==> src/rtl/qos_vc_scheduler_if.sv <==
// Scheduler-side bundle between the per-VC TX queues, the datapath and the link mux select.
// master drives policy/requests/done; slave (the scheduler) returns the registered grant.
interface qos_vc_scheduler_if #(
    parameter int NUM_CH   = 4,
    parameter int WEIGHT_W = 8
);
    logic                         enb;
    logic [1:0]                   sel;
    logic [NUM_CH*WEIGHT_W-1:0]   weight_table;
    logic [NUM_CH-1:0]            req;
    logic                         done;
    logic [NUM_CH-1:0]            grant;
    logic                         grant_valid;
    logic [$clog2(NUM_CH)-1:0]    grant_id;
    logic                         busy;

    modport master (
        output enb, sel, weight_table, req, done,
        input  grant, grant_valid, grant_id, busy
    );

    modport slave (
        input  enb, sel, weight_table, req, done,
        output grant, grant_valid, grant_id, busy
    );
endinterface

==> src/rtl/qos_vc_scheduler.sv <==
// Packet-level VC scheduler (RR / disabled / WRR / strict priority); grant registered 1 cycle after req sample.
// Grant held until done; no new grant while BUSY, on a policy-change cycle, or when enb is low.
module qos_vc_scheduler #(
    parameter int NUM_CH   = 4,
    parameter int WEIGHT_W = 8
) (
    input logic              clk,
    input logic              reset,
    qos_vc_scheduler_if.slave bus
);
    localparam int IDX_W = $clog2(NUM_CH);

    typedef enum logic {
        ST_IDLE,
        ST_BUSY
    } state_t;

    state_t                r_state;
    logic [NUM_CH-1:0]     r_grant;
    logic                  r_grant_valid;
    logic [IDX_W-1:0]      r_grant_id;
    logic                  r_busy;
    logic [IDX_W-1:0]      r_ptr;
    logic [WEIGHT_W-1:0]   r_cnt;
    logic [1:0]            r_sel_q;

    logic [NUM_CH-1:0]     w_req;
    logic [WEIGHT_W-1:0]   w_wt [NUM_CH];
    logic [NUM_CH-1:0]     w_elig;
    logic                  w_rr_vld;
    logic [IDX_W-1:0]      w_rr_win;
    logic                  w_sp_vld;
    logic [IDX_W-1:0]      w_sp_win;
    logic                  w_wrr_vld;
    logic [IDX_W-1:0]      w_wrr_win;
    logic                  w_wrr_stay;
    logic                  w_win_vld;
    logic [IDX_W-1:0]      w_win;
    logic [IDX_W-1:0]      w_nxt_ptr;
    logic [WEIGHT_W-1:0]   w_nxt_cnt;
    logic                  w_sel_chg;

    assign w_req     = bus.req;
    assign w_sel_chg = (bus.sel != r_sel_q);

    always_comb begin
        logic [IDX_W-1:0] idx;
        idx        = '0;
        w_rr_vld   = 1'b0;
        w_rr_win   = '0;
        w_sp_vld   = 1'b0;
        w_sp_win   = '0;
        w_wrr_vld  = 1'b0;
        w_wrr_win  = '0;
        for (int c = 0; c < NUM_CH; c++) begin
            w_wt[c]   = bus.weight_table[c*WEIGHT_W +: WEIGHT_W];
            w_elig[c] = w_req[c] && (w_wt[c] != '0);
        end
        // Scan from the far end so the nearest hit is the one left standing.
        for (int k = NUM_CH - 1; k >= 0; k--) begin
            idx = r_ptr + IDX_W'(k);
            if (w_req[idx]) begin
                w_rr_vld = 1'b1;
                w_rr_win = idx;
            end
            if (w_req[k]) begin
                w_sp_vld = 1'b1;
                w_sp_win = IDX_W'(k);
            end
        end
        // WRR hand-off starts at ptr+1 and wraps back to ptr itself last.
        for (int k = NUM_CH; k >= 1; k--) begin
            idx = r_ptr + IDX_W'(k);
            if (w_elig[idx]) begin
                w_wrr_vld = 1'b1;
                w_wrr_win = idx;
            end
        end
        w_wrr_stay = w_elig[r_ptr] && (r_cnt < w_wt[r_ptr]);
    end

    always_comb begin
        w_win_vld = 1'b0;
        w_win     = '0;
        w_nxt_ptr = r_ptr;
        w_nxt_cnt = r_cnt;
        case (bus.sel)
            2'b00: begin
                if (w_rr_vld) begin
                    w_win_vld = 1'b1;
                    w_win     = w_rr_win;
                    w_nxt_ptr = w_rr_win + IDX_W'(1);
                end
            end
            2'b10: begin
                if (w_wrr_stay) begin
                    w_win_vld = 1'b1;
                    w_win     = r_ptr;
                    w_nxt_cnt = r_cnt + WEIGHT_W'(1);
                end else if (w_wrr_vld) begin
                    w_win_vld = 1'b1;
                    w_win     = w_wrr_win;
                    w_nxt_ptr = w_wrr_win;
                    w_nxt_cnt = WEIGHT_W'(1);
                end
            end
            2'b11: begin
                if (w_sp_vld) begin
                    w_win_vld = 1'b1;
                    w_win     = w_sp_win;
                end
            end
            default: begin
            end
        endcase
    end

    always_ff @(posedge clk) begin
        if (reset) begin
            r_state       <= ST_IDLE;
            r_grant       <= '0;
            r_grant_valid <= 1'b0;
            r_grant_id    <= '0;
            r_busy        <= 1'b0;
            r_ptr         <= '0;
            r_cnt         <= '0;
            r_sel_q       <= 2'b00;
        end else begin
            r_sel_q <= bus.sel;
            if (w_sel_chg) begin
                r_ptr <= '0;
                r_cnt <= '0;
            end
            case (r_state)
                ST_IDLE: begin
                    if (!w_sel_chg && bus.enb && w_win_vld) begin
                        r_state       <= ST_BUSY;
                        r_grant       <= {{(NUM_CH-1){1'b0}}, 1'b1} << w_win;
                        r_grant_id    <= w_win;
                        r_grant_valid <= 1'b1;
                        r_busy        <= 1'b1;
                        r_ptr         <= w_nxt_ptr;
                        r_cnt         <= w_nxt_cnt;
                    end
                end
                ST_BUSY: begin
                    if (bus.done) begin
                        r_state       <= ST_IDLE;
                        r_grant       <= '0;
                        r_grant_id    <= '0;
                        r_grant_valid <= 1'b0;
                        r_busy        <= 1'b0;
                    end
                end
                default: r_state <= ST_IDLE;
            endcase
        end
    end

    assign bus.grant       = r_grant;
    assign bus.grant_valid = r_grant_valid;
    assign bus.grant_id    = r_grant_id;
    assign bus.busy        = r_busy;
endmodule

==> src/flat_wrapper.sv <==
// flat-port wrapper written by rule: the top's interface ports become plain ports
module qos_vc_scheduler_flat 
#(
    parameter int NUM_CH   = 4,
    parameter int WEIGHT_W = 8
)
  (clk, reset, bus_enb, bus_sel, bus_weight_table, bus_req, bus_done, bus_grant, bus_grant_valid, bus_grant_id, bus_busy);
  qos_vc_scheduler_if #(.NUM_CH(NUM_CH), .WEIGHT_W(WEIGHT_W)) bus_i ();
  input logic clk;
  input logic reset;
  input wire logic [$bits(bus_i.enb)-1:0] bus_enb;
  input wire logic [$bits(bus_i.sel)-1:0] bus_sel;
  input wire logic [$bits(bus_i.weight_table)-1:0] bus_weight_table;
  input wire logic [$bits(bus_i.req)-1:0] bus_req;
  input wire logic [$bits(bus_i.done)-1:0] bus_done;
  output wire logic [$bits(bus_i.grant)-1:0] bus_grant;
  output wire logic [$bits(bus_i.grant_valid)-1:0] bus_grant_valid;
  output wire logic [$bits(bus_i.grant_id)-1:0] bus_grant_id;
  output wire logic [$bits(bus_i.busy)-1:0] bus_busy;
  assign bus_i.enb = bus_enb;
  assign bus_i.sel = bus_sel;
  assign bus_i.weight_table = bus_weight_table;
  assign bus_i.req = bus_req;
  assign bus_i.done = bus_done;
  assign bus_grant = bus_i.grant;
  assign bus_grant_valid = bus_i.grant_valid;
  assign bus_grant_id = bus_i.grant_id;
  assign bus_busy = bus_i.busy;
  qos_vc_scheduler #(.NUM_CH(NUM_CH), .WEIGHT_W(WEIGHT_W)) u_core (.clk(clk), .reset(reset), .bus(bus_i));
endmodule
==> config.mk <==
export PLATFORM = sky130hd
export DESIGN_NAME = qos_vc_scheduler_flat
export DESIGN_NICKNAME = d
export VERILOG_FILES = /design/src/rtl/qos_vc_scheduler_if.sv /design/src/rtl/qos_vc_scheduler.sv /design/src/flat_wrapper.sv
export SDC_FILE = /design/constraint.sdc
export NUM_CORES = 1
export LEC_CHECK = 0
export ABC_AREA = 0
export CAP_MARGIN = 20
export CORE_UTILIZATION = 40
export CTS_CLUSTER_DIAMETER = 120
export CTS_CLUSTER_SIZE = 8
export DETAILED_ROUTE_END_ITERATION = 10
export GPL_ROUTABILITY_DRIVEN = 0
export GPL_TIMING_DRIVEN = 0
export PLACE_DENSITY_LB_ADDON = 0.12
export RECOVER_POWER = 100
export SLEW_MARGIN = 0
export SYNTH_ARGS = -nofsm -noshare
export SYNTH_HDL_FRONTEND = slang
export SYNTH_SLANG_ARGS = --single-unit
export TNS_END_PERCENT = 5
==> constraint.sdc <==
create_clock -name clk -period 5.4 [get_ports clk]
set_input_delay 0.54 -clock clk [delete_from_list [all_inputs] [get_ports clk]]
set_output_delay 0.54 -clock clk [all_outputs]
set_load 0.005 [all_outputs]
# Word level (Yosys, flattened, before mapping)
# Cells that the tools add are included.
# totals
ff_bits	20
inputBits	42
output_inout_bits	8
word_cells	126
# classes
add_sub_neg	5
magnitude_cmp	6
n_eq_ne	11
n_shift	1
mux	78
bitwise_logic	2
reduce_logical	16
# op_table
operator	n
2-to-1 mux 8 bit	8
2-to-1 mux 2 bit	24
nonzero test 8 bit	4
2-to-1 mux 1 bit	28
binary-select mux 1 bit (select 2 bit)	8
binary-select mux 8 bit (select 2 bit)	1
less-than comparator 2 x 3 -> 1 bit (second input constant)	4
adder 8 x 1 -> 8 bit (second input constant)	1
less-than comparator 8 bit	1
2-to-1 mux 4 bit	2
inequality test 4 x 2 -> 1 bit (second input constant)	2
inequality test 4 x 3 -> 1 bit (second input constant)	2
case mux 2 bit (2 select lines)	2
case mux 4 bit (2 select lines)	1
logical AND 1 bit	7
case mux 2 bit (3 select lines)	1
adder 2 x 1 -> 2 bit (second input constant)	2
adder 2 bit (second input constant)	2
== test 2 bit (second input constant)	2
inequality test 4 x 1 -> 1 bit (second input constant)	1
case mux 1 bit (2 select lines)	2
AND reduction 2 bit	2
AND reduction 4 bit	1
<< shifter 1 x 2 -> 4 bit (first input constant)	1
other kinds (10)	10

# Longest topological paths before layout
# depth
depth_word	14
mapped_depth	11
depth_no_buf	9

# Worst setup path after synthesis
# OpenSTA, ideal clock, no wires.
# synth_path
path_kind	register -> register
startpoint	register u_core.r_ptr[0]
endpoint	register u_core.r_grant[2] (netlist: u_core.bus.grant[2])
setup_ps	117
arrival_time_ps	3452
slack_ps	1831
stages_incl_launch_ff	12
path_buffers	2
period_less_slack_ps	3569
path_cell_list	dfxtp_1 buf_4 clkbuf_1 mux4_1 inv_1 ha_1 a21o_1 a21o_1 a2111o_1 o311a_1 or2_2 a32o_2
# synth_between
elab_chain_cells	12
word_cells_on_any_way	55
# synth_lines
item	line_no	text
start, declared	qos_vc_scheduler.sv:23	logic [IDX_W-1:0] r_ptr;
start signal, assigned	qos_vc_scheduler.sv:142	r_ptr <= w_nxt_ptr;
adder 2 bit or binary-select mux 1 bit (select 2 bit) (tied branches)	n/a	
binary-select mux 1 bit (select 2 bit) (tied with other cells)	qos_vc_scheduler.sv:74	if (w_elig[idx]) begin
2-to-1 mux 1 bit (implied by the code) (tied with other cells)	qos_vc_scheduler.sv:74	
2-to-1 mux 2 bit (tied with other cells) (3 in series)	qos_vc_scheduler.sv:74	
2-to-1 mux 2 bit (tied with other cells)	qos_vc_scheduler.sv:100	end else if (w_wrr_vld) begin
2-to-1 mux 2 bit (tied with other cells)	qos_vc_scheduler.sv:96	if (w_wrr_stay) begin
case mux 2 bit (3 select lines) or case mux 1 bit (3 select lines) (tied branches)	qos_vc_scheduler.sv:87	case (bus.sel)
<< shifter 1 x 2 -> 4 bit or logical AND 1 bit (tied branches)	qos_vc_scheduler.sv:138, qos_vc_scheduler.sv:136	
2-to-1 mux 4 bit or inequality test 2 x 1 -> 1 bit (tied branches)	n/a	
case mux 4 bit (2 select lines) or AND reduction 2 bit (tied branches)	n/a	
end signal, assigned	qos_vc_scheduler.sv:138	r_grant <= {{(NUM_CH-1){1'b0}}, 1'b1} << w_win;
end, declared	qos_vc_scheduler.sv:19	logic [NUM_CH-1:0] r_grant;
# Parallel ways exist; a longest one is shown, timed or not. The select of a mux whose other input is x is not followed.
# A chain may end at the register's enable or synchronous reset.

# Worst setup path in the final report
# layout_path
startpoint	register u_core.r_ptr[0]
endpoint	register u_core.r_cnt[4]
# layout_between
elab_chain_cells	12
word_cells_on_any_way	45
# layout_lines
item	line_no	text
adder 2 bit or binary-select mux 1 bit (select 2 bit) (tied branches)	n/a	
binary-select mux 1 bit (select 2 bit) (tied with other cells)	qos_vc_scheduler.sv:74	
2-to-1 mux 1 bit (on tied branches) (4 in series)	qos_vc_scheduler.sv:74, qos_vc_scheduler.sv:62	
2-to-1 mux 1 bit (on tied branches)	qos_vc_scheduler.sv:100, qos_vc_scheduler.sv:62	
2-to-1 mux 1 bit (on tied branches)	qos_vc_scheduler.sv:96, qos_vc_scheduler.sv:89	
case mux 1 bit (3 select lines)	qos_vc_scheduler.sv:87	
logical AND 1 bit	qos_vc_scheduler.sv:136	if (!w_sel_chg && bus.enb && w_win_vld) begin
inequality test 4 x 1 -> 1 bit (no line) (tied with other cells)	n/a	
AND reduction 2 bit (no line) or 2-to-1 mux 8 bit (tied branches)	n/a	
end signal, assigned	qos_vc_scheduler.sv:143	r_cnt <= w_nxt_cnt;
end, declared	qos_vc_scheduler.sv:24	logic [WEIGHT_W-1:0] r_cnt;
# Parallel ways exist; a longest one is shown, timed or not. The select of a mux whose other input is x is not followed.

==> flow_summary.rst <==
.. list-table::
   :header-rows: 1

   * - Metric
     - Value
   * - Part of the cycle the worst path needs
     - 0.822
   * - Worst IR drop on VDD
     - around 0.17 mV
   * - Number of violations reported at the end of detailed-routing iteration 0
     - 96
   * - Areal power density over the cells
     - 156 nW/um2
   * - Clock sink count
     - 20
   * - Share of layout cells above drive strength 1
     - 0.0814
   * - Final Hold Viols
     - 0
   * - Achievable clock frequency
     - 225 MHz
   * - Crit path max-delay cell type
     - nor3_1
   * - ANT nets after route
     - 0
   * - # nets final
     - roughly 310
   * - Capturing element of the worst setup path
     - u_core.r_cnt[4]$_SDFFE_PP0P_
   * - Area after detailed placement
     - between 2000 and 2500 um2
   * - Global-route wire length before repair
     - ~8.2 mm
   * - Timing startpoint of the critical path
     - u_core.r_ptr[0]$_SDFFE_PP0P_
   * - Skew-Pair Late Insertion Delay
     - around 0.26 ns
   * - Flip-flop cell with the highest count after synthesis
     - dfxtp_1
   * - Leading cell types by total area after synthesis
     - dfxtp_1, mux4_2, ha_1, a21oi_1, nand2b_1
   * - Async set or reset register ratio after synthesis
     - 0
   * - Final Core Density
     - 0.538
   * - Cell accounting for the most synthesized area
     - dfxtp_1
   * - Seq cells post-synth
     - 20
   * - Synth Area in Simple Gates
     - 0.241
   * - Num CTS Buffers
     - 3
   * - Dominant combinational cell family by area after synthesis
     - compound AO/OA/AOI/OAI gates
   * - Critical path data arrival time
     - 4.62 ns
   * - Reported leakage power
     - between 0.8 and 0.9 nW
   * - H-Tree Level Count
     - 1
   * - Clock Tree Root
     - clkbuf_8
   * - Fraction of post-synthesis cell area in the top cell type by area
     - 0.222
   * - Series of cell instances along the critical path
     - clkbuf_1 -> clkbuf_1 -> mux4_1 -> inv_1 -> ha_1 -> a21o_1 -> a21o_1 -> a2111o_1 -> nor3_1 -> nand3b_1 -> o31ai_1
   * - CTS tree
     - built
   * - Vias
     - around 1,800
   * - Start-to-end type of the worst setup path
     - flip-flop to flip-flop
   * - Reg2reg start
     - u_core.r_ptr[0]$_SDFFE_PP0P_
   * - Number of antenna violations at the first check in global routing
     - 0
   * - Leading cell type in the layout, fill and taps excluded
     - clkdlybuf4s50_1
   * - Count of inserted antenna diode cells
     - 0
   * - DRT Wirelength
     - roughly 5.0 mm
   * - Netlist Area Pre-Place
     - 1800 um2
   * - R2R Path End
     - u_core.r_cnt[4]$_SDFFE_PP0P_
   * - Core footprint
     - between 4000 and 5000 um2
   * - Nets in the synthesized netlist
     - ~260
   * - Slew HR
     - 0.442
   * - Commonest non-fill, non-tap cells in the layout
     - clkdlybuf4s50_1, dfxtp_1, a21oi_1
   * - Sequential-to-total area share from yosys stat
     - 0.222
   * - Number of hold buffers added after CTS
     - 0
   * - Compound-Gate Fraction of Synth Area
     - 0.287
   * - Count of flip-flops with a built-in enable after synthesis
     - 0
   * - Number of pins with negative max-slew slack in the final report
     - 0
   * - Synthesized-area fraction occupied by xor and xnor cells
     - 0.0243
   * - Share of cell area taken by muxes after synthesis
     - 0.102
   * - Drt drc
     - 0
   * - Initial core utilization
     - 0.414
   * - Total iterations of the first detailed-routing run
     - 4
   * - Aggregate negative setup slack
     - 0 ns
   * - DP HPWL
     - just under 4 mm
   * - R2R cell count
     - 11
   * - Average detailed-routed wire length per instance
     - between 15 and 20 um
   * - Area of all placed cells without fillers
     - roughly 2300 um2
   * - Routed vias/inst
     - between 5 and 6
   * - Required time reported for the critical path endpoint
     - 5.58 ns
   * - Kind of end point of the critical path
     - flip-flop
   * - Clock period minus worst slack
     - 4.44 ns
   * - RSZ-0062 raised after global routing
     - no
   * - Post-CTS Resized
     - 0
   * - Pin count of the biggest net entering global routing
     - 12
   * - Outcome
     - finished clean
   * - Area overhead of the layout relative to synthesis
     - 29.9%
   * - Clock Pin Slew Worst Setup and Hold Paths
     - about 0.080 ns
   * - Die extent in y
     - approximately 69 um
   * - Crit path max fanout
     - 10
   * - Row Count
     - 24
   * - Overall global routing resource usage
     - 0.205
   * - Quantity of I/O buffers inserted on ports
     - 46
   * - Max-cap violations
     - 0
   * - Ys Warns
     - 0
   * - Layout Skew
     - about 0.0053 ns
   * - Total setup buffers inserted after CTS
     - 0
   * - Die Area
     - 4780 um2
   * - Post-synthesis adder-cell area fraction
     - 0.0611
   * - Kind of path behind the tightest hold check
     - flip-flop to flip-flop
   * - Critical Path Start Type
     - flip-flop
   * - Worst path max stage delay
     - 0.69 ns
   * - CTS max path bufs
     - 2
   * - Final setup violation count
     - 0
   * - Slack of the worst reg-to-reg path
     - roughly 0.96 ns
   * - Slew at the pin closest to its max-slew limit
     - 0.829 ns
   * - Number of top-level pins
     - 50
   * - Mapped Avg Cell Area
     - just under 9 um2
   * - Synthesized instance count
     - between 200 and 250
   * - Number of global-route vias before repair
     - about 1,700
   * - Synth unique cells
     - 55
   * - GRT Residual Overflow
     - 0
   * - X dimension of the die
     - around 70 um
-- logic make-up after synthesis --
| kind of cell | count (synthesis) |
|---|---|
| flip-flops | 20 |
| XOR/XNOR | 5 |
| AO/OA/AOI/OAI | 69 |
| AND/OR/NAND/NOR | 73 |
| adder cells (fa/ha/maj) | 9 |
| multiplexers | 8 |
| buffers and inverters | 24 |
-- worst min path at each step --
stage	from	endpoint	slack, ns	cells after the start
6_report	u_core.bus.grant_id[1]$_SDFFE_PP0P_	u_core.bus.grant_id[1]$_SDFFE_PP0P_	0.47	2
5_1_grt	u_core.bus.grant_valid$_SDFFE_PP0P_	u_core.bus.grant_valid$_SDFFE_PP0P_	0.51	2
4_1_cts	u_core.bus.grant_id[1]$_SDFFE_PP0P_	u_core.bus.grant_id[1]$_SDFFE_PP0P_	0.48	2
3_5_place_dp	u_core.bus.grant_id[1]$_SDFFE_PP0P_	u_core.bus.grant_id[1]$_SDFFE_PP0P_	0.46	2
3_3_place_gp	u_core.bus.grant_id[1]$_SDFFE_PP0P_	u_core.bus.grant_id[1]$_SDFFE_PP0P_	0.47	2
2_1_floorplan	u_core.bus.grant_id[1]$_SDFFE_PP0P_	u_core.bus.grant_id[1]$_SDFFE_PP0P_	0.46	2
-- routing by layer --
layer	share of wire	wire, um	track usage	vias to the layer above
met1	0.49	2430	0.290	870
met5	0	0	0	-
met3	0.042	210	0.0380	2
met4	0.0026	13	0.0159	0
li1	-	-	-	923
met2	0.47	2340	0.340	50
-- cell usage after synthesis, drive strengths merged, types with 6 or more instances --
| library cell | instances |
|---|---|
| dfxtp | 20 |
| a21oi | 16 |
| inv | 12 |
| nor2 | 12 |
| o21ai | 11 |
| nand2 | 9 |
| ha | 8 |
| mux4 | 8 |
| nand2b | 8 |
| clkbuf | 7 |
| a211oi | 6 |
| nand3 | 6 |
| nor4 | 6 |
-- cell type report --
| class | count | area, um2 |
|---|---|---|
| Multi-Input combinational cell | 164 | 1250 |
| Timing Repair Buffer | 46 | 460 |
| Sequential cell | 20 | 400 |
| Tap cell | 52 | 65.1 |
| Buffer | 12 | 63.8 |
| Fill cell | 412 | 2010 |
| Inverter | 12 | 45.0 |
| Clock buffer | 4 | 55.1 |
-- metrics by stage --
| stage | hold WS, ns | setup slack, ns | power (mW) | cells |
|---|---|---|---|---|
| floorplan | 0.464 | 1.83 | 0.207 | 208 |
| global placement | 0.465 | 1.22 | 0.255 | 306 |
| detailed placement | 0.463 | 1.18 | 0.255 | 306 |
| CTS | 0.481 | 1.15 | 0.373 | 310 |
| global route | 0.511 | 0.596 | 0.381 | 310 |
| finish | 0.474 | 0.960 | 0.366 | 310 |
-- sequential cells by signal, indices dropped and copies added, names as in the netlist --
signal	count
u_core.r_cnt	8
u_core.r_ptr	2
u_core.bus.grant	4
u_core.r_sel_q	2
u_core.r_state	1
u_core.bus.grant_valid	1
u_core.bus.grant_id	2
-- report_power, final --
group / internal, mW / switching [mW] / leakage (nW)
clock network: 0.0649 / 0.0519 / 0.0288
registers: 0.150 / 0.00146 / 0.162
logic: 0.0519 / 0.0453 / 0.683
-- critical path: cells and delay by family (launching register included) --
family | cells | cell delay, ns
mux | 1 | 0.66
simple gates | 2 | 1.04
compound gates | 4 | 1.13
flops | 1 | 0.31
buf+inv | 3 | 0.98
fa+ha+maj | 1 | 0.23
Power figures use the tool's default switching activity.
